## src/rtl/fifo_pkg.sv

```systemverilog
// Shared FIFO definitions: read-mode selector and default geometry.
// Used by every FIFO variant so defaults stay consistent across the family.
package fifo_pkg;

  typedef enum logic {FIFO_STD, FIFO_FWFT} fifo_mode_e;

  localparam int FIFO_DATA_SIZE = 12;
  localparam int FIFO_ADDR_SIZE = 4;

endpackage

```

## src/rtl/sync_fifo_ram.sv

```systemverilog
// FIFO storage: one synchronous write port, one asynchronous read port.
// Write lands at the edge, read is combinational from raddr; no reset on contents.
module sync_fifo_ram #(
  parameter int DATA_SIZE = 12,
  parameter int ADDR_SIZE = 4
) (
  input  logic                 clk,
  input  logic                 we,
  input  logic [ADDR_SIZE-1:0] waddr,
  input  logic [DATA_SIZE-1:0] wdata,
  input  logic [ADDR_SIZE-1:0] raddr,
  output logic [DATA_SIZE-1:0] rdata
);

  localparam int DEPTH = 1 << ADDR_SIZE;

  logic [DATA_SIZE-1:0] mem [DEPTH];

  always_ff @(posedge clk) begin
    if (we) begin
      mem[waddr] <= wdata;
    end
  end

  assign rdata = mem[raddr];

endmodule

```

## src/rtl/sync_fifo.sv

```systemverilog
// Single-clock FIFO with thresholds, occupancy, error pulses, flush, STD/FWFT reads.
// STD read data one edge after rinc, FWFT head shown combinationally; full/empty reject requests.
module sync_fifo
  import fifo_pkg::*;
#(
  parameter int         DATA_SIZE  = FIFO_DATA_SIZE,
  parameter int         ADDR_SIZE  = FIFO_ADDR_SIZE,
  parameter int         AFULL_LVL  = (1 << ADDR_SIZE) - 2,
  parameter int         AEMPTY_LVL = 2,
  parameter fifo_mode_e MODE       = FIFO_STD
) (
  input  logic                 clk,
  input  logic                 rst,
  input  logic                 flush,
  input  logic                 winc,
  input  logic [DATA_SIZE-1:0] wData,
  input  logic                 rinc,
  output logic [DATA_SIZE-1:0] rData,
  output logic                 wFull,
  output logic                 wAlmostFull,
  output logic                 rEmpty,
  output logic                 rAlmostEmpty,
  output logic [ADDR_SIZE:0]   count,
  output logic                 overflow,
  output logic                 underflow
);

  localparam int                 DEPTH    = 1 << ADDR_SIZE;
  localparam logic [ADDR_SIZE:0] DEPTH_W  = {1'b1, {ADDR_SIZE{1'b0}}};
  localparam logic [ADDR_SIZE:0] AFULL_W  = (ADDR_SIZE + 1)'(AFULL_LVL);
  localparam logic [ADDR_SIZE:0] AEMPTY_W = (ADDR_SIZE + 1)'(AEMPTY_LVL);
  localparam logic [ADDR_SIZE:0] PTR_ONE  = (ADDR_SIZE + 1)'(1);

  if (AFULL_LVL < 1 || AFULL_LVL > DEPTH) begin : g_bad_afull
    $error("sync_fifo: AFULL_LVL outside 1..DEPTH");
  end
  if (AEMPTY_LVL < 0 || AEMPTY_LVL > DEPTH - 1) begin : g_bad_aempty
    $error("sync_fifo: AEMPTY_LVL outside 0..DEPTH-1");
  end

  logic [ADDR_SIZE:0]   wbin_q, wbin_d;
  logic [ADDR_SIZE:0]   rbin_q, rbin_d;
  logic                 overflow_q, overflow_d;
  logic                 underflow_q, underflow_d;
  logic [DATA_SIZE-1:0] rdata_q, rdata_d;
  logic [DATA_SIZE-1:0] ram_rdata;
  logic                 wr_acc, rd_acc;

  // Wrap bit makes the modular difference distinguish full from empty.
  assign count        = wbin_q - rbin_q;
  assign wFull        = (count == DEPTH_W);
  assign wAlmostFull  = (count >= AFULL_W);
  assign rEmpty       = (count == '0);
  assign rAlmostEmpty = (count <= AEMPTY_W);

  assign wr_acc = winc & ~wFull & ~flush;
  assign rd_acc = rinc & ~rEmpty & ~flush;

  always_comb begin
    wbin_d      = wbin_q;
    rbin_d      = rbin_q;
    overflow_d  = 1'b0;
    underflow_d = 1'b0;
    rdata_d     = rdata_q;
    if (flush) begin
      wbin_d = '0;
      rbin_d = '0;
    end else begin
      if (wr_acc) wbin_d = wbin_q + PTR_ONE;
      if (rd_acc) rbin_d = rbin_q + PTR_ONE;
      overflow_d  = winc & wFull;
      underflow_d = rinc & rEmpty;
      if (MODE == FIFO_STD && rd_acc) rdata_d = ram_rdata;
    end
  end

  always_ff @(posedge clk or negedge rst) begin
    if (!rst) begin
      wbin_q      <= '0;
      rbin_q      <= '0;
      overflow_q  <= 1'b0;
      underflow_q <= 1'b0;
      rdata_q     <= '0;
    end else begin
      wbin_q      <= wbin_d;
      rbin_q      <= rbin_d;
      overflow_q  <= overflow_d;
      underflow_q <= underflow_d;
      rdata_q     <= rdata_d;
    end
  end

  sync_fifo_ram #(
    .DATA_SIZE (DATA_SIZE),
    .ADDR_SIZE (ADDR_SIZE)
  ) u_ram (
    .clk   (clk),
    .we    (wr_acc),
    .waddr (wbin_q[ADDR_SIZE-1:0]),
    .wdata (wData),
    .raddr (rbin_q[ADDR_SIZE-1:0]),
    .rdata (ram_rdata)
  );

  assign rData     = (MODE == FIFO_FWFT) ? ram_rdata : rdata_q;
  assign overflow  = overflow_q;
  assign underflow = underflow_q;

endmodule

```

## config.mk

```make
export PLATFORM = sky130hd
export DESIGN_NAME = sync_fifo
export DESIGN_NICKNAME = d
export VERILOG_FILES = /design/src/rtl/fifo_pkg.sv /design/src/rtl/sync_fifo_ram.sv /design/src/rtl/sync_fifo.sv
export SDC_FILE = /design/constraint.sdc
export NUM_CORES = 1
export LEC_CHECK = 0
export ABC_CLOCK_PERIOD_IN_PS = 6100
export CORE_MARGIN = 10
export CORE_UTILIZATION = 45
export DETAILED_ROUTE_END_ITERATION = 12
export GPL_TIMING_DRIVEN = 0
export SLEW_MARGIN = 20
export SYNTH_ARGS = -nofsm -noshare
export SYNTH_HDL_FRONTEND = slang
export SYNTH_SLANG_ARGS = --single-unit
```

## constraint.sdc

```tcl
create_clock -name clk -period 6.1 [get_ports clk]
set_clock_uncertainty 0.1 [all_clocks]
set_input_delay 1.22 -clock clk [delete_from_list [all_inputs] [get_ports clk]]
set_output_delay 1.22 -clock clk [all_outputs]
set_load 0.02 [all_outputs]
```

==> results.sh, run 1 <==
export IMPL_hpwl_um=13100
export IMPL_grt_busiest_layer="met2"
export IMPL_cap_viol_max_count=0
export IMPL_ys_flop_type="edfxtp_1"
export IMPL_max_vdd_ir_drop_mv=0.174
export IMPL_cts_num_sinks=216
export IMPL_yosys_warnings=0
export IMPL_first_pass_iters=4
export IMPL_drt_iter0_markers=376
export IMPL_cts_tree="built"
export IMPL_post_cts_buffers=0
export IMPL_use_met2=0.253
export IMPL_dp_cells=756
export IMPL_row_count=50
export IMPL_final_common_cell="edfxtp_1"
export IMPL_final_cell_mix="192 x edfxtp_1, 48 x mux4_2, 37 x clkdlybuf4s50_1"
export IMPL_antenna_cells=0
export IMPL_ys_seq_elements=216
export IMPL_setup_worst_path_end_class="output pin"
export IMPL_syn_area_sq_mm=0.00868
export IMPL_synth_top_cell_area_share=0.664
export IMPL_p_leak_uw=0.00338
export IMPL_path_max_fanout=10
export IMPL_path_clk_slew_ns=0.06
export IMPL_fin_ws_ns=1.10
export IMPL_grt_total_usage=0.149
export IMPL_fin_nets=547
export IMPL_grt_pass1_wl_um=29100
export IMPL_syn_inst=446
export IMPL_slew_headroom=0.426
export IMPL_ys_seq_area_frac=0.733
export IMPL_avgSynthCellArea_sq_um=19.5
export IMPL_pre_cts_slack_ns=1.61
export IMPL_crit_arrival_ns=3.68
export IMPL_met3_usage=0.0253
export IMPL_hold_class="flop to flop"
export IMPL_hold_viol=0
export IMPL_ctsHoldBuffers=0
export IMPL_rsz0062_at_grt="false"
export IMPL_min_period_ns=5.00
export IMPL_vias_per_cell=5.60
export IMPL_cts_buffer_depth=3
export IMPL_met1_usage=0.190
export IMPL_cts_buffers=22
export IMPL_syn_nets=473
export IMPL_wl_per_cell_um=23.9
export IMPL_antenna_left=0
export IMPL_areaGrowthSynthToFinish_pct=17.9
export IMPL_tightestPinTransition_ns=0.861
export IMPL_portBuffers=38
export IMPL_grt_antenna_before_repair=0
export IMPL_fin_cells=796
export IMPL_slew_viol_final=0
export IMPL_crit_type="flop to output pin"
export IMPL_die_x_um=159
export IMPL_status="completed"
export IMPL_die_h_um=159
export IMPL_grt_pass1_vias=4670
export IMPL_overflow=0
export IMPL_core_sq_mm=0.0188
export IMPL_synth_area_leaders="edfxtp_1 66%, mux4_2 12%, dfrtp_1 6.9%, mux2_1 2.2%, a22oi_1 2.1%"
export IMPL_synth_edf_count=192
export IMPL_crit_required_ns=4.78
export IMPL_max_freq_mhz=200
export IMPL_cts_htree_levels=1
export IMPL_remaining_drc_errors=0
export IMPL_cts_resized=0
export IMPL_whs_ns=0.392
export IMPL_clock_latency_ns=0.51
export IMPL_start_util=0.461
export IMPL_setup_violations_final=0
export IMPL_finalSetupTns_ns=0
export IMPL_die_area_sq_mm=0.0253
export IMPL_synth_top_area_cell="edfxtp_1"
export IMPL_synthArstFlopShare=0.111
export IMPL_finalCritPeriodShare=0.820
export IMPL_grt_max_degree=25
export IMPL_p_per_area_mw_per_mm2=414
export IMPL_wl_um=19000
export IMPL_gp_congestion=0.850
export IMPL_fill_cells=1456
export IMPL_cp_start_kind="flop"
export IMPL_ys_types=39
export IMPL_io_pins=40
export IMPL_root_buffer="clkbuf_16"
export IMPL_drive_gt1_frac=0.226
export IMPL_vias=4456
-- Yosys cell counts (2+ instances only) --
| cell | instances |
|---|---|
| o2111ai_1 | 2 |
| mux4_2 | 48 |
| mux2_1 | 17 |
| nand2_1 | 21 |
| edfxtp_1 | 192 |
| a22oi_1 | 24 |
| a21oi_1 | 6 |
| clkbuf_1 | 14 |
| and4_1 | 4 |
| o31ai_1 | 2 |
| nor2_1 | 19 |
| mux2_2 | 3 |
| ha_1 | 9 |
| xor2_1 | 2 |
| mux2i_1 | 2 |
| inv_1 | 8 |
| and3_1 | 2 |
| dfrtp_1 | 24 |
| nand2b_1 | 5 |
| nand4_1 | 3 |
| buf_2 | 6 |
| nor3_1 | 13 |
| nor2b_1 | 4 |
-- final timing paths --
kind,cells after the start,start,slack [ns],end
worst max-delay path,9,rbin_q[1]$_DFFE_PN0P_,1.10,rEmpty
worst min-delay path,1,rData[6]$_DFFE_PN0P_,0.39,rData[6]$_DFFE_PN0P_
worst max register to register,11,rbin_q[1]$_DFFE_PN0P_,1.79,u_ram.mem[3][0]$_DFFE_PP_
worst min register to register,1,rData[6]$_DFFE_PN0P_,0.39,rData[6]$_DFFE_PN0P_
max in group asynchronous,1,rst,4.87,rbin_q[1]$_DFFE_PN0P_
min in group asynchronous,1,rst,0.62,wbin_q[2]$_DFFE_PN0P_
-- registers in the layout (all words and copies together), names as in the netlist --
| signal | flops |
|---|---|
| u_ram.mem | 192 |
| overflow | 1 |
| rData | 12 |
| wbin_q | 5 |
| underflow | 1 |
| rbin_q | 5 |
-- report_power, final --
group | internal [uW] | switching [uW] | total (uW)
combinational | 535 | 682 | 1220
sequential | 1690 | 44.1 | 1740
clock | 750 | 535 | 1280
total | 2980 | 1260 | 4240
-- critical path: stages (launching register included) --
cell and delay, ns:
dfrtp_1 0.41, clkbuf_1 0.23, clkbuf_1 0.61, inv_1 0.16
ha_1 0.33, nand3b_1 0.07, nand2_1 0.14, mux2i_1 0.56
nor2_1 0.12, clkdlybuf4s50_1 0.57
-- logic make-up (layout without fill, tap and decap cells) --
| kind of cell | count (synthesis) | in the layout | synth area share |
|---|---|---|---|
| buffers and inverters | 30 | 120 | 0.0150 |
| AOI/OAI and AO/OA | 42 | 42 | 0.0369 |
| DFF | 216 | 216 | 0.733 |
| xor gates and xnor gates | 4 | 4 | 0.00576 |
| adders and majority gates | 10 | 10 | 0.0153 |
| muxes | 70 | 70 | 0.153 |
| and+or+nand+nor | 74 | 74 | 0.0413 |
-- routing by layer --
layer / vias up / share of wire / wire (um)
met3: 37 / 0.051 / 971
li1: 1971 / - / -
met2: 145 / 0.51 / 9670
met4: 0 / 0.030 / 577
met1: 2303 / 0.41 / 7820
met5: - / 0 / 0
-- metrics by stage --
step / utilization / total power, uW / cell area (sq um)
floorplan: - / 2510 / 8680
global placement: 0.499 / 2970 / 9390
detailed placement: 0.507 / 3000 / 9550
CTS: 0.544 / 4280 / 10200
global route: 0.544 / 4430 / 10200
finish: 0.544 / 4240 / 10200
-- layout make-up --
type	instances	area [sq um]	share of cell area
clock inverter	13	121	0.0119
tap	260	325	0.0318
multi-input combinational	200	2250	0.220
inverter	9	36.3	0.00354
clock buffer	27	569	0.0556
sequential	216	6370	0.622
buffer	21	93.8	0.00916
timing repair buffer	50	480	0.0469
No activity file was read; power rests on OpenSTA's default activity.
==> inputs of run 2 (changes only) <==
- ABC_CLOCK_PERIOD_IN_PS: 6100 -> 4430
- clock period: 6.1 -> 4.43 ns (I/O delays scaled with it)
==> run 2 against run 1 <==
Against the previous run: design area is 0.22% higher; flip-flop and latch count stayed put; combinational power is 39% higher; clock-buffer cell count stayed put; die area stayed put; setup slack worse by 0.89 ns; routed wire length hardly changed; sequential share of layout area is 0.14 points lower; utilization is 0.12 points higher; global-route usage hardly changed; clock power is 38% higher; via count is 1.2% lower; critical endpoint unchanged.
==> results.sh, run 2 (synthesis gave the netlist of run 1 again) <==
export IMPL_cts_htree_levels=1
export IMPL_vias=4403
export IMPL_crit_arrival_ns=3.24
export IMPL_antenna_left=0
export IMPL_max_freq_mhz=237
export IMPL_fill_cells=1451
export IMPL_root_buffer="clkbuf_16"
export IMPL_overflow=0
export IMPL_tightestPinTransition_ns=0.879
export IMPL_finalCritPeriodShare=0.953
export IMPL_p_int_uw=4110
export IMPL_final_common_cell="edfxtp_1"
export IMPL_min_period_ns=4.22
export IMPL_cap_viol_max_count=0
export IMPL_rr_startpoint="rbin_q[1]$_DFFE_PN0P_"
export IMPL_fin_cells=797
export IMPL_post_route_util=0.545
export IMPL_drive_gt1_frac=0.231
export IMPL_row_count=50
export IMPL_crit_type="flop to output pin"
export IMPL_grt_max_degree=25
export IMPL_cts_buffers=22
export IMPL_die_x_um=159
export IMPL_p_leak_uw=0.00339
export IMPL_core_sq_mm=0.0188
export IMPL_path_clk_slew_ns=0.06
export IMPL_clock_latency_ns=0.51
export IMPL_regToRegEndpoint="u_ram.mem[3][0]$_DFFE_PP_"
export IMPL_rrSetupSlack_ns=0.59
export IMPL_status="completed"
export IMPL_die_h_um=159
export IMPL_max_vdd_ir_drop_mv=0.238
export IMPL_cts_num_sinks=216
export IMPL_setup_violations_final=0
export IMPL_die_area_sq_mm=0.0253
export IMPL_cts_buffer_depth=3
export IMPL_regMostFlops="u_ram.mem"
export IMPL_sequentialPowerShare=0.409
export IMPL_slew_headroom=0.414
export IMPL_net_switching_power_uw=1740
export IMPL_grt_pass1_wl_um=29100
export IMPL_grt_pass1_vias=4671
export IMPL_regArea_sq_mm=0.00637
export IMPL_fin_ws_ns=0.206
export IMPL_rsz0062_at_grt="false"
export IMPL_multiInputGateArea_sq_mm=0.00226
export IMPL_wl_um=19000
export IMPL_first_pass_iters=5
export IMPL_setup_worst_path_end_class="output pin"
export IMPL_gp_congestion=0.850
export IMPL_p_clk_frac=0.303
export IMPL_p_per_area_mw_per_mm2=570
export IMPL_largest_reg_flops=192
export IMPL_vias_per_cell=5.52
export IMPL_cts_tree="built"
export IMPL_cp_start_kind="flop"
export IMPL_dp_cells=756
export IMPL_hold_viol=0
export IMPL_finalSetupTns_ns=0
export IMPL_fin_nets=548
export IMPL_path_max_fanout=10
export IMPL_ff2ff_path_depth=11
export IMPL_io_pins=40
export IMPL_drt_iter0_markers=329
export IMPL_grt_total_usage=0.149
export IMPL_hold_class="input port to async pin"
export IMPL_wl_per_cell_um=23.9
export IMPL_grt_antenna_before_repair=0
export IMPL_start_util=0.461
export IMPL_power_frac_comb=0.289
export IMPL_hpwl_um=13100
export IMPL_areaGrowthSynthToFinish_pct=18.2
export IMPL_portBuffers=38
export IMPL_swShare=0.298
export IMPL_pre_cts_slack_ns=0.204
export IMPL_crit_required_ns=3.44
export IMPL_final_cell_mix="192 x edfxtp_1, 48 x mux4_2, 36 x clkdlybuf4s50_1"
export IMPL_remaining_drc_errors=0
export IMPL_slew_viol_final=0
export IMPL_antenna_cells=0
run 2: cell types whose count changed in the layout (fill, tap and decap cells not counted):
cell             previous run  this run
buf_4                       8         9
mux2i_2                     0         1
xor2_4                      0         1
dlygate4sd2_1               0         1
clkbuf_1                   19        18
clkbuf_2                    0         1
clkdlybuf4s50_1            37        36
mux2i_1                     2         1
xor2_2                      1         0
run 2: worst max path at each step:
stage                                from                   endpoint  slack, ns  cells past startpoint
finish              rbin_q[1]$_DFFE_PN0P_                     rEmpty       0.21                      9
global route        rbin_q[1]$_DFFE_PN0P_                     rEmpty       0.05                      9
CTS                 wbin_q[0]$_DFFE_PN0P_                     rEmpty       0.05                      9
detailed placement  rbin_q[1]$_DFFE_PN0P_  u_ram.mem[3][1]$_DFFE_PP_       0.20                     11
global placement    rbin_q[1]$_DFFE_PN0P_  u_ram.mem[3][1]$_DFFE_PP_      -0.76                     10
floorplan           wbin_q[0]$_DFFE_PN0P_               rAlmostEmpty       0.43                      8
run 2: layer usage:
| metal | share of wire | routed length [um] | GRT usage |
|---|---|---|---|
| met4 | 0.028 | 534 | 0.0531 |
| met2 | 0.51 | 9720 | 0.253 |
| met1 | 0.41 | 7880 | 0.189 |
| met5 | 0 | 0 | 0 |
| met3 | 0.048 | 905 | 0.0253 |
run 2: final cells by class:
| class | count | share of cell area |
|---|---|---|
| flip-flops and latches | 216 | 0.620 |
| repair buffers | 51 | 0.0474 |
| clock inverters | 13 | 0.0118 |
| multi-input cells | 200 | 0.221 |
| plain buffers | 21 | 0.00926 |
| well taps | 260 | 0.0317 |
| inverters | 9 | 0.00354 |
| clock buffers | 27 | 0.0555 |
run 2: repair_timing:
item,4_1_cts,5_1_grt
pin swaps,0,0
resized for setup,3,1
hold buffers,0,0
hold endpoints to repair,0,0
setup buffers,0,1
setup endpoints to repair,4,4
run 2: worst max-delay path, stage by stage (launching register included):
cell and delay, ns:
dfrtp_1 0.41, clkbuf_1 0.23, clkbuf_2 0.36, inv_1 0.12, ha_1 0.30, nand3b_1 0.07
nand2_1 0.15, mux2i_2 0.44, nor2_1 0.11, clkdlybuf4s50_1 0.56
run 2: power by group through the flow:
stage | Combinational [uW] | Clock, uW | Sequential, uW
global placement | 1660 | 0 | 2430
floorplan | 966 | 0 | 2490
global route | 1810 | 1900 | 2400
detailed placement | 1690 | 0 | 2430
CTS | 1700 | 1800 | 2390
finish | 1690 | 1770 | 2390
run 2: stage by stage:
stage,area [sq um],total power [uW],hold WS [ns]
global route,10300,6110,0.307
finish,10300,5850,0.282
CTS,10300,5890,0.291
floorplan,8680,3460,0.490
detailed placement,9550,4130,0.388
global placement,9390,4080,0.376
==> inputs of run 3 (changes only) <==
- CORE_MARGIN: 10 -> 5
- SKIP_CTS_REPAIR_TIMING: not set -> 1
- SLEW_MARGIN: 20 -> 15
==> run 3 against run 2 <==
Against the previous run: first-iteration DRC count up 36%; cell count stayed put; clock power about the same; combinational power fell by 2%; routed wire length fell by 0.42%; total power decreased by 0.60%; setup slack gained 0.020 ns; largest power group unchanged.
==> results.sh, run 3 (synthesis gave the netlist of run 1 again) <==
export IMPL_cp_cell_sequence="inv_1 -> ha_1 -> fa_1 -> nand2b_1 -> a21oi_2 -> xor2_4 -> inv_4 -> nor2_1 -> clkdlybuf4s50_1"
export IMPL_fin_nets=549
export IMPL_vias=4422
export IMPL_finalCritPeriodShare=0.949
export IMPL_pre_cts_slack_ns=0.197
export IMPL_die_x_um=149
export IMPL_drt_iter0_markers=446
export IMPL_max_vdd_ir_drop_mv=0.297
export IMPL_first_pass_iters=4
export IMPL_hpwl_um=13000
export IMPL_multiInputGateArea_sq_mm=0.00227
export IMPL_grt_max_degree=25
export IMPL_io_pins=40
export IMPL_grt_antenna_before_repair=0
export IMPL_regMostFlops="u_ram.mem"
export IMPL_grt_pass1_vias=4809
export IMPL_regToRegEndpoint="u_ram.mem[15][2]$_DFFE_PP_"
export IMPL_grt_busiest_layer="met2"
export IMPL_rr_startpoint="rbin_q[1]$_DFFE_PN0P_"
export IMPL_crit_arrival_ns=3.22
export IMPL_min_period_ns=4.20
export IMPL_total_power_uw=5820
export IMPL_cts_htree_levels=1
export IMPL_final_common_cell="edfxtp_1"
export IMPL_slew_headroom=0.387
export IMPL_gp_congestion=0.915
export IMPL_crit_path_max_incr_delay_ns=0.62
export IMPL_areaGrowthSynthToFinish_pct=18.4
export IMPL_p_per_area_mw_per_mm2=566
export IMPL_status="completed"
export IMPL_clock_latency_ns=0.51
export IMPL_core_sq_mm=0.0188
export IMPL_path_clk_slew_ns=0.06
export IMPL_cts_buffer_depth=3
export IMPL_cp_start_kind="flop"
export IMPL_cap_viol_max_count=0
export IMPL_p_leak_uw=0.00340
export IMPL_antenna_left=0
export IMPL_rsz0062_at_grt="false"
export IMPL_tightestPinTransition_ns=0.919
export IMPL_hold_viol=0
export IMPL_crit_family="buffers and inverters"
export IMPL_worst_path_buf_inv=3
export IMPL_root_buffer="clkbuf_16"
export IMPL_antenna_cells=0
export IMPL_slew_viol_final=0
export IMPL_use_met2=0.303
export IMPL_start_util=0.461
export IMPL_cts_num_sinks=216
export IMPL_fin_ws_ns=0.226
export IMPL_grt_pass1_wl_um=29200
export IMPL_final_cell_mix="192 x edfxtp_1, 48 x mux4_2, 36 x clkdlybuf4s50_1"
export IMPL_hold_class="input port to async pin"
export IMPL_wl_um=19000
export IMPL_regArea_sq_mm=0.00637
export IMPL_row_count=50
export IMPL_path_max_fanout=10
export IMPL_die_area_sq_mm=0.0222
export IMPL_met3_usage=0.0222
export IMPL_largest_reg_flops=192
export IMPL_cts_buffers=23
export IMPL_crit_type="flop to output pin"
export IMPL_wl_per_cell_um=23.8
export IMPL_drive_gt1_frac=0.238
export IMPL_rrSetupSlack_ns=0.61
export IMPL_die_h_um=149
export IMPL_max_freq_mhz=238
export IMPL_setup_worst_path_end_class="output pin"
export IMPL_critPathSlowestCell="clkdlybuf4s50_1"
export IMPL_cts_tree="built"
export IMPL_overflow=0
export IMPL_crit_required_ns=3.44
export IMPL_portBuffers=38
export IMPL_met1_usage=0.239
export IMPL_vias_per_cell=5.55
export IMPL_grt_total_usage=0.177
export IMPL_setup_violations_final=0
export IMPL_fill_cells=1444
export IMPL_ff2ff_path_depth=11
export IMPL_remaining_drc_errors=0
## run 3: cell type report
| cell class | instances | share of cell area |
|---|---|---|
| Buffer | 21 | 0.00925 |
| Clock buffer | 29 | 0.0582 |
| Timing Repair Buffer | 51 | 0.0484 |
| Tap cell | 260 | 0.0316 |
| Multi-Input combinational cell | 200 | 0.221 |
| Inverter | 9 | 0.00353 |
| Clock inverter | 11 | 0.00913 |
| Sequential cell | 216 | 0.619 |
## run 3: worst register-to-register path, stage by stage, from the launching register on
cell      delay [ns]
dfrtp_1         0.43
clkbuf_1        0.20
clkbuf_2        0.36
inv_1           0.12
ha_1            0.30
nand3b_1        0.07
nand2_1         0.15
mux2i_2         0.44
o21ai_1         0.21
buf_2           0.25
nor3_2          0.64
buf_6           0.25
## run 3: report_power, final
group / total (uW) / switching, uW / internal, uW
clock network: 1770 / 751 / 1020
logic: 1650 / 901 / 752
registers: 2390 / 61.9 / 2330
## run 3: through the flow
| step | std cells | utilization | instance area, sq um | hold WS, ns | TNS [ns] |
|---|---|---|---|---|---|
| after floorplan | 446 | - | 8680 | 0.490 | 0 |
| after global placement | 744 | 0.499 | 9390 | 0.378 | -90.87 |
| after detailed placement | 756 | 0.508 | 9560 | 0.384 | 0 |
| after CTS | 796 | 0.544 | 10200 | 0.298 | -0.641 |
| after global routing | 797 | 0.546 | 10300 | 0.321 | 0 |
| final | 797 | 0.546 | 10300 | 0.300 | 0 |
## run 3: how the worst max path moves through the flow
stage / cells past startpoint / start / to
floorplan: 8 / wbin_q[0]$_DFFE_PN0P_ / rAlmostEmpty
global placement: 10 / rbin_q[1]$_DFFE_PN0P_ / u_ram.mem[12][0]$_DFFE_PP_
detailed placement: 11 / rbin_q[1]$_DFFE_PN0P_ / u_ram.mem[13][1]$_DFFE_PP_
CTS: 9 / wbin_q[0]$_DFFE_PN0P_ / rAlmostEmpty
global route: 9 / wbin_q[0]$_DFFE_PN0P_ / rEmpty
finish: 9 / wbin_q[0]$_DFFE_PN0P_ / rEmpty
## run 3: per-layer routing
metal / wire, um / part of all wire / up-vias
met5: 0 / 0 / -
met3: 876 / 0.046 / 27
met4: 403 / 0.021 / 0
met2: 9610 / 0.51 / 120
li1: - / - / 1968
met1: 8060 / 0.43 / 2307
